File: src/rtl/tcdm_filter_cfg_if.sv
// tcdm_filter_cfg_if: TCDM request/response bundle between a bus master and the filter config slave
interface tcdm_filter_cfg_if #(
    parameter int ADDR_WIDTH = 32,
    parameter int DATA_WIDTH = 32,
    parameter int BE_WIDTH   = DATA_WIDTH / 8
);
    logic                  req;
    logic [ADDR_WIDTH-1:0] add;
    logic                  wen;
    logic [DATA_WIDTH-1:0] wdata;
    logic [BE_WIDTH-1:0]   be;
    logic                  gnt;
    logic [DATA_WIDTH-1:0] r_rdata;
    logic                  r_valid;
    modport master (output req, add, wen, wdata, be, input gnt, r_rdata, r_valid);
    modport slave (input req, add, wen, wdata, be, output gnt, r_rdata, r_valid);
endinterface

File: src/rtl/tcdm_filter_cfg_slave.sv
// tcdm_filter_cfg_slave: config/rule registers and first-error capture for the TCDM address filter
module tcdm_filter_cfg_slave #(
    parameter int N_RULES    = 8,
    parameter int DATA_WIDTH = 32,
    parameter int ADDR_WIDTH = 32,
    parameter int BE_WIDTH   = DATA_WIDTH / 8
) (
    input  logic                     clk,
    input  logic                     rst_n,
    tcdm_filter_cfg_if.slave         bus,
    output logic [N_RULES-1:0][31:0] rules_o,
    output logic                     filter_en_o,
    input  logic                     error_i,
    input  logic [ADDR_WIDTH-1:0]    err_add_i,
    output logic                     irq_o
);
    logic [2:0]            ctrl;
    logic                  err, ovf, wr, clr_err, clr_ovf, unused;
    logic [ADDR_WIDTH-1:0] err_addr;
    logic [15:0]           err_cnt, cnt_base;
    logic [5:0]            idx;
    logic [DATA_WIDTH-1:0] rd_mux;
    assign idx         = bus.add[7:2];
    assign unused      = ^{bus.add[ADDR_WIDTH-1:8], bus.add[1:0]};
    assign bus.gnt     = bus.req;
    assign wr          = bus.req & ~bus.wen;
    assign clr_err     = wr && idx == 6'd1 && bus.be[0] && bus.wdata[0];
    assign clr_ovf     = wr && idx == 6'd1 && bus.be[0] && bus.wdata[1];
    assign cnt_base    = clr_err ? 16'd0 : err_cnt;
    assign filter_en_o = ctrl[0];
    assign irq_o       = err & ctrl[1];
    always_comb begin
        rd_mux = idx == 6'd0 ? {29'd0, ctrl} :
                 idx == 6'd1 ? {30'd0, ovf, err} :
                 idx == 6'd2 ? err_addr :
                 idx == 6'd3 ? {16'd0, err_cnt} : 32'hBADE5505;
        for (int i = 0; i < N_RULES; i++)
            if (idx == 6'(8 + i)) rd_mux = rules_o[i];
    end
    always_ff @(posedge clk or negedge rst_n) begin
        if (!rst_n) begin
            bus.r_valid <= 1'b0;
            bus.r_rdata <= '0;
            ctrl        <= '0;
            rules_o     <= '0;
            err         <= 1'b0;
            ovf         <= 1'b0;
            err_addr    <= '0;
            err_cnt     <= '0;
        end else begin
            bus.r_valid <= bus.req;
            if (bus.req) bus.r_rdata <= bus.wen ? rd_mux : '0;
            if (wr && idx == 6'd0 && !ctrl[2] && bus.be[0]) ctrl <= bus.wdata[2:0];
            for (int i = 0; i < N_RULES; i++)
                for (int k = 0; k < BE_WIDTH; k++)
                    if (wr && !ctrl[2] && idx == 6'(8 + i) && bus.be[k])
                        rules_o[i][8*k +: 8] <= bus.wdata[8*k +: 8];
            // a new error in the clearing cycle counts as the first error of a fresh window
            err <= (err & ~clr_err) | error_i;
            ovf <= (ovf & ~clr_ovf) | (error_i & err & ~clr_err);
            if (error_i && (!err || clr_err)) err_addr <= err_add_i;
            err_cnt <= (error_i && cnt_base != 16'hFFFF) ? cnt_base + 16'd1 : cnt_base;
        end
    end
endmodule

File: src/flat_wrapper.sv
// flat-port wrapper written by rule: the top's interface ports become plain ports
module tcdm_filter_cfg_slave_flat 
#(
    parameter int N_RULES    = 8,
    parameter int DATA_WIDTH = 32,
    parameter int ADDR_WIDTH = 32,
    parameter int BE_WIDTH   = DATA_WIDTH / 8
)
  (clk, rst_n, rules_o, filter_en_o, error_i, err_add_i, irq_o, bus_req, bus_add, bus_wen, bus_wdata, bus_be, bus_gnt, bus_r_rdata, bus_r_valid);
  tcdm_filter_cfg_if #(.ADDR_WIDTH(ADDR_WIDTH), .DATA_WIDTH(DATA_WIDTH), .BE_WIDTH(BE_WIDTH)) bus_i ();
  input  logic clk;
  input  logic rst_n;
  output logic [N_RULES-1:0][31:0] rules_o;
  output logic filter_en_o;
  input  logic error_i;
  input  logic [ADDR_WIDTH-1:0] err_add_i;
  output logic irq_o;
  input wire logic [$bits(bus_i.req)-1:0] bus_req;
  input wire logic [$bits(bus_i.add)-1:0] bus_add;
  input wire logic [$bits(bus_i.wen)-1:0] bus_wen;
  input wire logic [$bits(bus_i.wdata)-1:0] bus_wdata;
  input wire logic [$bits(bus_i.be)-1:0] bus_be;
  output wire logic [$bits(bus_i.gnt)-1:0] bus_gnt;
  output wire logic [$bits(bus_i.r_rdata)-1:0] bus_r_rdata;
  output wire logic [$bits(bus_i.r_valid)-1:0] bus_r_valid;
  assign bus_i.req = bus_req;
  assign bus_i.add = bus_add;
  assign bus_i.wen = bus_wen;
  assign bus_i.wdata = bus_wdata;
  assign bus_i.be = bus_be;
  assign bus_gnt = bus_i.gnt;
  assign bus_r_rdata = bus_i.r_rdata;
  assign bus_r_valid = bus_i.r_valid;
  tcdm_filter_cfg_slave #(.N_RULES(N_RULES), .DATA_WIDTH(DATA_WIDTH), .ADDR_WIDTH(ADDR_WIDTH), .BE_WIDTH(BE_WIDTH)) u_core (.clk(clk), .rst_n(rst_n), .bus(bus_i), .rules_o(rules_o), .filter_en_o(filter_en_o), .error_i(error_i), .err_add_i(err_add_i), .irq_o(irq_o));
endmodule
File: config.mk
export PLATFORM = sky130hd
export DESIGN_NAME = tcdm_filter_cfg_slave_flat
export DESIGN_NICKNAME = d
export VERILOG_FILES = /design/src/rtl/tcdm_filter_cfg_if.sv /design/src/rtl/tcdm_filter_cfg_slave.sv /design/src/flat_wrapper.sv
export SDC_FILE = /design/constraint.sdc
export NUM_CORES = 1
export LEC_CHECK = 0
export CAP_MARGIN = 20
export CORE_MARGIN = 3
export CORE_UTILIZATION = 54
export DETAILED_ROUTE_END_ITERATION = 10
export GPL_TIMING_DRIVEN = 0
export PLACE_DENSITY_LB_ADDON = 0.3
export SLEW_MARGIN = 20
export SYNTH_ARGS = -nofsm -noshare
export SYNTH_HDL_FRONTEND = slang
export SYNTH_SLANG_ARGS = --single-unit
File: constraint.sdc
create_clock -name clk -period 3.5 [get_ports clk]
set_input_delay 0.7 -clock clk [delete_from_list [all_inputs] [get_ports clk]]
set_output_delay 0.7 -clock clk [all_outputs]
set_load 0.01 [all_outputs]
==> summary.txt, run 1 <==
STA
  – Layout Skew: 0.0262 ns
  – Max Slew Vio Count: 0
  – Maximum clock rate: about 280 MHz
  – Final Critical Period: 3.51 ns
  – Final period util: 100%
  – Hold WS: 0.120 ns
  – Setup ws final: -0.0141 ns
  – Worst Max-Slew Pin Slew: around 1.1 ns
  – RSZ-0062 raised after global routing: false
  – Slew margin rel.: 26.5%
  – Final setup fails: 5
  – Final hold viol count: 0

Synthesis
  – Synthesized Nets: 1320
  – Post-synth EDFFs: 0
  – Synthesis-stage register bit count: 342
  – Ys async rst share: 100%
  – YS warnings: 0
  – Gate Count Post-Synth: 1214
  – Syn Area/Cell: 13.0 um2
  – Distinct cells, synth: 71
  – Synthesized cell area: 15800 um2
  – Top FF cell, synth: dfrtp_1
  – Sequential share of the synthesized area: 54.2%

Run
  – Max_cap viols: 0

Run status
  – Outcome: complete, but fails checks
  – Failing checks: negative setup slack

Critical path
  – Worst r2r src: u_core.ctrl[2]
  – RR Endpoint: u_core.rules_o[162]
  – Crit path to: u_core.rules_o[47]
  – CP delay by family, top: simple AND/OR/NAND/NOR gates
  – CP startpoint kind: input pin
  – CP max-delay cell: nor4_2
  – Flop2flop setup slack: 1.11 ns
  – CP startpoint: bus_add[3]
  – Critical path required time: 3.91 ns
  – Worst-path fanout max: 10
  – Worst path depth: 7
  – CP Buf/Inv Count: 3
  – WP data arrival: 3.93 ns
  – Crit-path cells: clkdlybuf4s50_1, nand2b_1, clkbuf_1, nor4_2, buf_2, nand2_1, mux2_2
  – Worst setup EP type: flip-flop
  – CP max stage delay: slightly below 0.9 ns
  – Critical path class: input pin to flip-flop
  – Depth of the worst register-to-register path: 4

Place
  – IO buf count: 366
  – Gpl congestion: between 0.9 and 1
  – Post-DP Area: 20000 um2
  – Dpl hpwl: 41500 um
  – Post-Place Setup Slack: -0.568 ns

Global routing
  – Total global routing overflow: 0
  – First-pass GRT wire length: about 86000 um
  – Largest net degree at the start of global routing: roughly 100
  – Initial antenna violation count: 3
  – Total global-route track usage: 36.8%
  – Vias in the first global route: 13545

Drt
  – DRT iter0 DRCs: around 1500
  – DR pass1 iterations: 6
  – WL per Instance: ~29 um
  – Final wirelength: roughly 58000 um
  – DRT antenna net count: 0
  – DR vias: 13279
  – Vias/cell: 6.53
  – DRC: 0

Power
  – Leakage: 9.71 nW
  – Total power: 9.77 mW
  – Worst vdd ir: 0.331 mV
  – Power per cell area: 459 nW/um2

Floorplan
  – Die Wd: approximately 180 um
  – DIE HEIGHT: approximately 180 um
  – Core Footprint: 28300 um2
  – Starting Density: 55.7%
  – Die Area: about 31000 um2
  – I/O pin count: 397
  – Row cnt: 61

Clock tree
  – # H-tree levels: 2
  – Max clock buf depth: 3
  – Clock buffer count from CTS: 37
  – Clock Root Buffer: clkbuf_16
  – CTS sink cnt: 342
  – CTS tree: built
  – Skew-Pair Late Insertion Delay: between 0.5 and 0.6 ns
  – Worst-path clk slew: 0.06 ns

Final layout
  – Layout cells sized above 1: 26.3%
  – Post-Layout Inst Area: 21300 um2
  – Final Net Count: 1729
  – Area grow syn2layout: 34.9%
  – Finished Core Util: 75.2%

Worst hold path
  – Worst min path class: input pin to async pin
==> Yosys cell counts, types with 7 or more instances <==
cell type    n  area [um2]
a22o_1      16         140
o41ai_1     12         105
buf_4        7        52.6
clkbuf_1    30         113
a221oi_1    11        96.3
a2bb2oi_1   11        96.3
nand4_1      9        56.3
nand2_1     47         176
mux2_2     265        2980
nand3_1     15        75.1
mux2i_1     27         270
and2_1       8        50.1
nor2_2       9        56.3
a32o_1      11         110
a21oi_1     42         210
dfrtp_1    342        8560
a22oi_1     28         210
o22ai_1     34         213
mux2_4      32         480
nor2_1      73         274
buf_2       19        95.1
o21ai_0     30         150
o311ai_0    11        96.3
==> per-layer routing <==
layer	vias up	global-route usage (%)	wire [um]
li1	5417	-	-
met3	179	9.42	6590
met2	975	57.9	27300
met4	2	17.3	2860
met1	6706	48.0	21500
met5	-	0	13
==> registers in the layout, summed over array words and instances, names as in the netlist <==
signal and flops:
u_core.bus.r_rdata 32, u_core.err_cnt 16, u_core.rules_o 256, u_core.ctrl 3
u_core.ovf 1, u_core.err_addr 32, u_core.err 1, u_core.bus.r_valid 1
==> repair_timing <==
action                                  in CTS  in global routing
buffers inserted                             0                  0
endpoints found under the setup margin       3                 18
hold buffers                                 0                  0
gates resized for setup                      2                  1
==> final cells by class <==
type                       instances  area (um2)
clock buffer                      57        1130
sequential                       342        8560
tap                              378         473
buffer                            67         355
antenna                            2        5.00
fill                            1864        7020
multi-input combinational        803        6890
timing repair buffer             370        3760
inverter                           2        7.51
clock inverter                    11         119
==> metrics by stage <==
stage          std cells  TNS (ns)
2_1_floorplan       1214         0
3_3_place_gp        1958  -4466.30
3_5_place_dp        1962    -51.55
4_1_cts             2030         0
5_1_grt             2032         0
6_report            2032   -0.0317
==> cells by family after synthesis <==
| group | synth area share [%] |
|---|---|
| AND/OR/NAND/NOR | 7.98 |
| buffers and inverters | 2.30 |
| AO/OA/AOI/OAI | 11.0 |
| XOR/XNOR | 0.499 |
| flip-flops | 54.2 |
| adder cells (fa/ha/maj) | 0.0793 |
| multiplexers | 23.9 |
==> power by group <==
part	total [mW]	switching, mW	leakage, nW	internal [mW]
Combinational	1.30	0.628	4.46	0.672
Clock	4.01	1.62	0.617	2.39
Sequential	4.46	0.254	4.63	4.21
==> placed cells by master (no fill, tap or decap), types with 4 or more instances in the layout <==
cell type,synthesis,layout
a32o_1,11,11
nor4_1,5,4
o311ai_0,11,11
o21ai_0,30,30
and2_1,8,8
a2bb2oi_1,11,11
dfrtp_1,342,342
o221ai_1,4,4
mux2_2,265,265
nand4_1,9,9
clkbuf_1,30,39
nor2b_1,5,5
nand2_2,4,4
clkinv_2,0,5
a221oi_1,11,11
clkbuf_8,0,9
a21oi_1,42,42
xor2_1,6,6
a22o_1,16,16
buf_2,19,19
nand2_8,4,4
clkdlybuf4s50_1,0,364
a22oi_1,28,28
clkbuf_16,0,39
or2_2,5,5
buf_6,5,5
nand3_1,15,15
nor2_1,73,73
nand2_1,47,47
buf_4,7,8
o22ai_1,34,34
mux2i_1,27,27
mux2_4,32,32
and4_1,5,5
buf_1,5,5
nor2_2,9,9
a31oi_1,4,4
nor3_1,6,5
nand2b_1,6,6
o41ai_1,12,12
==> how the worst min path moves through the flow <==
stage / from / end / slack, ns / depth (start not counted)
after floorplan: rst_n / u_core.bus.r_rdata[0] / 0.40 / 0
after global placement: u_core.ovf / u_core.ovf / 0.47 / 1
after detailed placement: u_core.ovf / u_core.ovf / 0.48 / 1
after CTS: rst_n / u_core.rules_o[102] / 0.15 / 1
after global routing: rst_n / u_core.rules_o[102] / 0.17 / 1
final: rst_n / u_core.rules_o[102] / 0.12 / 1
No activity file was read; power rests on OpenSTA's default activity.
==> run 2, diff against run 1 <==
- CORE_UTILIZATION: 54 -> 50
- clock period: 3.5 -> 3.3 ns (I/O delays scaled with it)
==> summary.txt, run 2 (synthesis gave the netlist of run 1 again) <==
Run status
  – Outcome: completed (was complete, but fails checks)

Floorplan
  – Die Area: 33700 um2 (was 31300 um2)
  – Starting Density: 51.2% (was 55.7%)
  – Die Wd: 184 um (was 177 um)
  – DIE HEIGHT: 184 um (was 177 um)
  – Row cnt: 64 (was 61)
  – I/O pin count: 397 (unchanged)
  – Core Footprint: 30800 um2 (was 28300 um2)

Global routing
  – First-pass GRT wire length: 85100 um (was 86000 um)
  – Largest net degree at the start of global routing: 97 (was 101)
  – Total global-route track usage: 33.9% (was 36.8%)
  – Total global routing overflow: 0 (unchanged)
  – Initial antenna violation count: 2 (was 3)
  – Vias in the first global route: 13248 (was 13545)

Drt
  – Final wirelength: 58300 um (was 58200 um)
  – DR WL met3: 6170 um (was 6590 um)
  – DR pass1 iterations: 5 (was 6)
  – DRC: 0 (unchanged)
  – Met2 wire length: 27200 um (was 27300 um)
  – Vias/cell: 6.29 (was 6.53)
  – Max layer used: met5 (unchanged)
  – WL per Instance: 28.5 um (was 28.7 um)
  – DRT antenna net count: 0 (unchanged)
  – DR vias: 12879 (was 13279)
  – Metal1 wirelength: 22000 um (was 21500 um)
  – DRT iter0 DRCs: 1158 (was 1484)

Critical path
  – CP startpoint kind: input pin (unchanged)
  – WP data arrival: 3.76 ns (was 3.93 ns)
  – Critical path class: input pin to flip-flop (unchanged)
  – Critical path required time: 3.77 ns (was 3.91 ns)
  – Worst-path fanout max: 10 (unchanged)
  – Worst setup EP type: flip-flop (unchanged)
  – Flop2flop setup slack: 0.97 ns (was 1.11 ns)

Clock tree
  – Max clock buf depth: 3 (unchanged)
  – Skew-Pair Late Insertion Delay: 0.52 ns (was 0.53 ns)
  – CTS tree: built (unchanged)
  – Worst-path clk slew: 0.07 ns (was 0.06 ns)
  – Clock buffer count from CTS: 39 (was 37)
  – Clock Root Buffer: clkbuf_16 (unchanged)
  – # H-tree levels: 2 (unchanged)
  – CTS sink cnt: 342 (unchanged)
  – Count of hold-fix buffers inserted at cts: 0 (unchanged)

Final layout
  – Final Net Count: 1732 (was 1729)
  – Commonest non-fill, non-tap cell in the layout: clkdlybuf4s50_1 (unchanged)
  – Area grow syn2layout: 35.3% (was 34.9%)
  – Layout cells sized above 1: 26.4% (was 26.3%)
  – Final-layout fill cell count: 2223 (was 1864)
  – Most frequent cells in the layout: clkdlybuf4s50_1 (362), dfrtp_1 (342), mux2_2 (265), nor2_1 (73), nand2_1 (47) (was clkdlybuf4s50_1 (364), dfrtp_1 (342), mux2_2 (265), nor2_1 (73), nand2_1 (47))
  – Post-route insts no fill: 2046 (was 2032)
  – Finished Core Util: 69.3% (was 75.2%)
  – N_diodes: 0 (was 2)
  – Max FFs per register: 256 (unchanged)
  – Largest regs: u_core.rules_o x256, u_core.bus.r_rdata x32, u_core.err_addr x32 (unchanged)
  – Post-Layout Inst Area: 21400 um2 (was 21300 um2)
  – Top reg by flops: u_core.rules_o (unchanged)

Power
  – Power per cell area: 486 nW/um2 (was 459 nW/um2)
  – Total power: 10.4 mW (was 9.77 mW)
  – Worst vdd ir: 0.427 mV (was 0.331 mV)
  – Leakage: 9.73 nW (was 9.71 nW)

Place
  – Gpl congestion: 0.919 (was 0.933)
  – Dpl cells: 1980 (was 1962)
  – IO buf count: 366 (unchanged)
  – Post-DP Area: 20000 um2 (about the same)
  – Dpl hpwl: 42200 um (was 41500 um)

STA
  – Final hold viol count: 0 (unchanged)
  – Max Slew Vio Count: 0 (unchanged)
  – Final period util: 99.7%
  – Final Critical Period: 3.29 ns
  – Layout Skew: 0.0149 ns (was 0.0262 ns)
  – RSZ-0062 raised after global routing: false (unchanged)
  – Final setup fails: 0 (was 5)
  – Setup tns final: 0 ns (was -0.0317 ns)
  – Slew margin rel.: 30.6% (was 26.5%)
  – Maximum clock rate: ~300 MHz
  – Worst Max-Slew Pin Slew: 1.04 ns (was 1.10 ns)

Run
  – Max_cap viols: 0 (unchanged)

Worst hold path
  – Worst min path class: input pin to async pin (unchanged)
[run 2: timing repair]
item	in CTS	in global routing
endpoints found under the setup margin	4	17
buffers inserted	0	1
gates resized for setup	4	5
pin swaps	0	2
gates cloned	0	0
[run 2: worst max-delay path, stage by stage]
cell	delay (ns)
clkdlybuf4s50_1	0.58
or2b_1	0.33
nor2_1	0.82
clkbuf_1	0.75
a21oi_1	0.15
o211ai_1	0.29
a21o_1	0.16
[run 2: layer usage]
layer | vias to the layer above | global-route usage (%)
met2 | 766 | 54.7
met3 | 173 | 9.30
li1 | 5430 | -
met4 | 4 | 15.0
met5 | - | 0
met1 | 6506 | 43.0
[run 2: area by class of cell]
cell class	count	area [um2]	area share [%]
inverters	2	7.51	0.0351
clock inverters	7	80.1	0.375
clock buffers	58	1190	5.57
flip-flops and latches	342	8560	40.1
plain buffers	67	358	1.68
well taps	396	495	2.32
repair buffers	371	3770	17.6
multi-input cells	803	6900	32.3
[run 2: per-stage QoR]
step / hold WS [ns] / setup WS [ns]
finish: 0.146 / 0.0104
detailed placement: 0.484 / -0.852
global route: 0.203 / 0.0339
CTS: 0.172 / 0.0319
floorplan: 0.364 / 0.339
global placement: 0.473 / -13.18
[run 2: worst paths after layout]
kind	startpoint	end	depth (start not counted)
max	bus_add[5]	u_core.bus.r_rdata[1]	7
min	rst_n	u_core.rules_o[100]	1
max reg2reg	u_core.ctrl[2]	u_core.rules_o[126]	5
min reg2reg	u_core.bus.r_rdata[13]	u_core.bus.r_rdata[13]	1
max in group asynchronous	rst_n	u_core.rules_o[221]	3
min in group clk	u_core.bus.r_rdata[13]	u_core.bus.r_rdata[13]	1
[run 2: report_power, final]
| part | internal (mW) | switching, mW |
|---|---|---|
| Combinational | 0.712 | 0.665 |
| Sequential | 4.46 | 0.265 |
| Clock | 2.56 | 1.72 |
| Total | 7.74 | 2.65 |
